`src/rtl/mux4_feeder.sv`:
```
// ============================================================================
// Module   : mux4_feeder
// Purpose  : Source stage for a 4:1 multiplexer. A free-running WIDTH-bit
//            up-counter supplies the 2-bit select from bits [28:27]. A
//            double-buffered nibble supplies the four data inputs. New data
//            is accepted over valid/ready into a pending slot. It is copied
//            to the active slot only at a select wrap boundary, so the
//            multiplexer never sees its data change mid-sweep.
// Ports    : clk, rst_n (async, active-low)
//            en, clr, load, load_val   - counter control (clr > load > en)
//            data_in, data_valid       - nibble handshake input
//            data_ready                - pending slot is empty
//            i0..i3                    - active data bits (active[0..3])
//            sel                       - cnt[28:27]
//            cnt                       - current counter value
//            wrap                      - one-cycle pulse after a boundary
// Revision : 1.0 - initial release
// ============================================================================
`default_nettype none

module mux4_feeder #(
  parameter int WIDTH = 32
) (
  input  logic             clk,
  input  logic             rst_n,
  input  logic             en,
  input  logic             clr,
  input  logic             load,
  input  logic [WIDTH-1:0] load_val,
  input  logic [3:0]       data_in,
  input  logic             data_valid,
  output logic             data_ready,
  output logic             i0,
  output logic             i1,
  output logic             i2,
  output logic             i3,
  output logic [1:0]       sel,
  output logic [WIDTH-1:0] cnt,
  output logic             wrap
);

  localparam logic [WIDTH-1:0] C_ONE = {{(WIDTH-1){1'b0}}, 1'b1};

  logic [WIDTH-1:0] cnt_q,       cnt_d;
  logic [3:0]       pending_q,   pending_d;
  logic             pend_full_q, pend_full_d;
  logic [3:0]       active_q,    active_d;
  logic             wrap_q,      wrap_d;

  logic             boundary;
  logic             accept;

  // A boundary is an enabled increment out of cnt[28:0] == all ones.
  // Only an increment counts, so clr or load jumping sel from 3 to 0 is
  // not a boundary. A full WIDTH rollover also satisfies this condition.
  assign boundary = en && !clr && !load && (&cnt_q[28:0]);
  assign accept   = data_valid && !pend_full_q;

  // Counter next state
  always_comb begin
    cnt_d = cnt_q;
    if (clr) begin
      cnt_d = '0;
    end else if (load) begin
      cnt_d = load_val;
    end else if (en) begin
      cnt_d = cnt_q + C_ONE;
    end
  end

  // Buffer next state. Accept and transfer cannot both act on pending in
  // the same cycle: accept requires an empty slot, and transfer requires a
  // full one. When a nibble is accepted on a boundary, the pending slot was
  // empty, so active holds and the new nibble waits for the next boundary.
  always_comb begin
    pending_d   = pending_q;
    pend_full_d = pend_full_q;
    active_d    = active_q;
    wrap_d      = boundary;
    if (boundary && pend_full_q) begin
      active_d    = pending_q;
      pend_full_d = 1'b0;
    end
    if (accept) begin
      pending_d   = data_in;
      pend_full_d = 1'b1;
    end
  end

  always_ff @(posedge clk or negedge rst_n) begin
    if (!rst_n) begin
      cnt_q       <= '0;
      pending_q   <= 4'h0;
      pend_full_q <= 1'b0;
      active_q    <= 4'h0;
      wrap_q      <= 1'b0;
    end else begin
      cnt_q       <= cnt_d;
      pending_q   <= pending_d;
      pend_full_q <= pend_full_d;
      active_q    <= active_d;
      wrap_q      <= wrap_d;
    end
  end

  // All outputs come straight from registers.
  assign cnt        = cnt_q;
  assign sel        = cnt_q[28:27];
  assign data_ready = !pend_full_q;
  assign i0         = active_q[0];
  assign i1         = active_q[1];
  assign i2         = active_q[2];
  assign i3         = active_q[3];
  assign wrap       = wrap_q;

endmodule

`default_nettype wire

```
`config.mk`:
```
export PLATFORM = sky130hd
export DESIGN_NAME = mux4_feeder
export DESIGN_NICKNAME = d
export VERILOG_FILES = /design/src/rtl/mux4_feeder.sv
export SDC_FILE = /design/constraint.sdc
export NUM_CORES = 1
export LEC_CHECK = 0
export ABC_AREA = 1
export CAP_MARGIN = 20
export CORE_ASPECT_RATIO = 0.5
export CORE_MARGIN = 1
export CORE_UTILIZATION = 53
export CTS_BUF_LIST = sky130_fd_sc_hd__clkbuf_4
export DETAILED_ROUTE_END_ITERATION = 8
export GPL_TIMING_DRIVEN = 0
export MAX_ROUTING_LAYER = met4
export PLACE_DENSITY = 0.88
export SYNTH_ARGS = -nofsm -noshare
export SYNTH_HDL_FRONTEND = slang
export SYNTH_SLANG_ARGS = --single-unit
export TNS_END_PERCENT = 100
```
`constraint.sdc`:
```
create_clock -name clk -period 3.05 [get_ports clk]
set_input_delay 0.61 -clock clk [delete_from_list [all_inputs] [get_ports clk]]
set_output_delay 0.61 -clock clk [all_outputs]
set_load 0.005 [all_outputs]
```
==> impl_metrics.tcl <==
set metrics [dict create \
    nFillCells 428 \
    postCtsHoldBufs 0 \
    post_drt_wl_per_cell_um 13.1 \
    slew_headroom_pct 65.2 \
    synth_nets 490 \
    drc 0 \
    area_delta_synth_final_pct 34.1 \
    synth_compound_area_share_pct 4.98 \
    drv_slew 0 \
    port-buffer-count 81 \
    dr_total_vias 3082 \
    fin_tns_setup_ns 0 \
    synth-xor-area-share_pct 3.06 \
    nets 579 \
    ys.flop_type "dfrtp_1" \
    start_kind "flop" \
    clock_latency_ns 0.38 \
    powerDensity_nw_per_um2 333 \
    ys_seq_elements 42 \
    htree_num_levels 2 \
    clk_pin_slew_ns 0.16 \
    rsz0062_at_grt "no" \
    status "finished clean" \
    setup_violations 0 \
    finalCritPeriodShare_pct 70.0 \
    holdCritPathClass "in -> async" \
    drt-pass1-iter-count 4 \
    die_area_um2 5710 \
    cts_resized 0 \
    avgSynthCellArea_um2 6.40 \
    cts_buffer_depth 2 \
    crit_type "reg -> out" \
    crit_fanout 7 \
    peakVddDrop_uv 235 \
    final_util_pct 75.7 \
    synth_cells 447 \
    grtUsageTotal_pct 30.4 \
    gr-total-overflow 0 \
    critPathCaptureType "primary output" \
    antennaDiodeCount 0 \
    ys_types 30 \
    layout-drive-gt1-share_pct 6.70 \
    cts_made_buffers 5 \
    synth_edf_count 0 \
    synth_top_family_by_area "simple AND/OR/NAND/NOR gates" \
    max_slew.worst_pin.slew_ns 0.522 \
    root_buffer "clkbuf_4" \
    tritoncts "yes" \
    vias_per_cell 5.08 \
    yosysWarnings 0 \
    die_y_um 54.0 \
    postCtsSetupRepairBufs 0 \
    min_period_ns 2.14 \
    max_freq_ghz 0.468 \
    synth_area_um2 2860 \
    grt_max_degree 40 \
    dp_hpwl_um 6160 \
    start_util_pct 56.5 \
    total_leakage_power_nw 1.71 \
    worst_slack_ns 0.914 \
    regToRegSetupSlack_ns 1.16 \
    cp_data_arrival_time_ns 1.53 \
    yosys.area_share.adder_pct 0.437 \
    final_cell_mix "164 x nand2_1, 98 x nor2_1, 80 x clkdlybuf4s50_1" \
    synth.area.mux_share_pct 1.92 \
    async_reset_ff_share_pct 100 \
    hold_viol_final 0 \
    antenna_left 0 \
    core-area_um2 5070 \
    first_global_vias 2703 \
    ys_seq_area_share_pct 36.7 \
    drt_iter0_drc 214 \
    synthSimpleGateAreaFrac_pct 44.7 \
    grt_pass1_wl_um 12800 \
    die_w_um 106 \
    drt-total-wl_um 7950 \
    power_mw 1.28 \
    globalplace.congestion 0.963 \
    cp_data_required_time_ns 2.44 \
    maxCapViolations 0 \
    pin_count 82 \
    dp_slack_ns 0.694 \
    rows 18 \
    final_common_cell "nand2_1" \
    final.setup_skew_ns 0.0159 \
    cts_sinks 42 \
    antenna_found_initial 0 \
]
==> path summary, 6_finish.rpt <==
check / start / endpoint / depth (start not counted)
max: cnt[28]$_DFFE_PN0P_ / sel[1] / 2
min: rst_n / cnt[4]$_DFFE_PN0P_ / 1
max reg2reg: cnt[1]$_DFFE_PN0P_ / cnt[30]$_DFFE_PN0P_ / 10
min reg2reg: pending_q[1]$_DFFE_PN0P_ / active_q[1]$_DFFE_PN0P_ / 2
max in group asynchronous: rst_n / cnt[21]$_DFFE_PN0P_ / 2
min in group clk: pending_q[1]$_DFFE_PN0P_ / active_q[1]$_DFFE_PN0P_ / 2
==> cells in the mapped netlist, types with 2 or more instances <==
library cell,count,share of area [%]
buf_6,4,1.6
dfrtp_1,42,37
nand3b_1,3,0.79
inv_1,36,4.7
buf_4,2,0.52
clkbuf_1,8,1.0
mux2_2,4,1.6
xnor2_1,3,0.92
nand3_1,31,5.4
xor2_1,7,2.1
nor2_1,98,13
nand2_2,3,0.66
nor2_2,5,1.1
a21oi_1,2,0.35
o21ai_0,11,1.9
nand2_1,164,22
nor2_4,2,0.79
o21ai_1,10,1.7
==> layer usage <==
layer	global-route usage (%)	routed length, µm	share of wire, %	up-vias
met1	40.5	3760	47	1397
met3	7.14	664	8.3	9
li1	-	-	-	1552
met5	-	0	0	-
met2	47.6	3470	44	124
met4	7.18	66	0.83	0
==> layout make-up <==
class / count / area, µm² / share of cell area (%)
Sequential cell: 42 / 1050 / 27.4
Clock buffer: 5 / 37.5 / 0.978
Multi-Input combinational cell: 353 / 1580 / 41.1
Tap cell: 70 / 87.6 / 2.28
Clock inverter: 3 / 25.0 / 0.652
Inverter: 38 / 143 / 3.72
Buffer: 14 / 90.1 / 2.35
Timing Repair Buffer: 82 / 826 / 21.5
==> power breakdown <==
part / total, mW / internal, mW / switching (mW)
clock: 0.310 / 0.0943 / 0.216
combinational: 0.314 / 0.177 / 0.137
sequential: 0.654 / 0.597 / 0.0575
==> critical path, stage by stage, from the launching register on <==
cell,delay (ns)
dfrtp_1,0.52
buf_4,0.16
clkdlybuf4s50_1,0.48
==> sequential cells by signal (all words and copies together) (netlist names) <==
register     cells
cnt             32
active_q         4
pending_q        4
pend_full_q      1
wrap             1
==> per-stage QoR <==
| step | cell area, µm² | hold WS [ns] | instances |
|---|---|---|---|
| 3_3_place_gp | 3760 | 0.448 | 598 |
| 2_1_floorplan | 2860 | 0.314 | 447 |
| 3_5_place_dp | 3770 | 0.430 | 599 |
| 4_1_cts | 3840 | 0.0267 | 607 |
| 5_1_grt | 3840 | 0.00284 | 607 |
| 6_report | 3840 | 0.0280 | 607 |
==> kinds of logic after synthesis <==
group / count (synthesis)
AND/OR/NAND/NOR: 311
buffers and inverters: 52
flip-flops: 42
AO/OA/AOI/OAI: 26
XOR/XNOR: 10
multiplexers: 5
adder cells (fa/ha/maj): 1
Note: power is estimated with default switching activity, not from simulation.
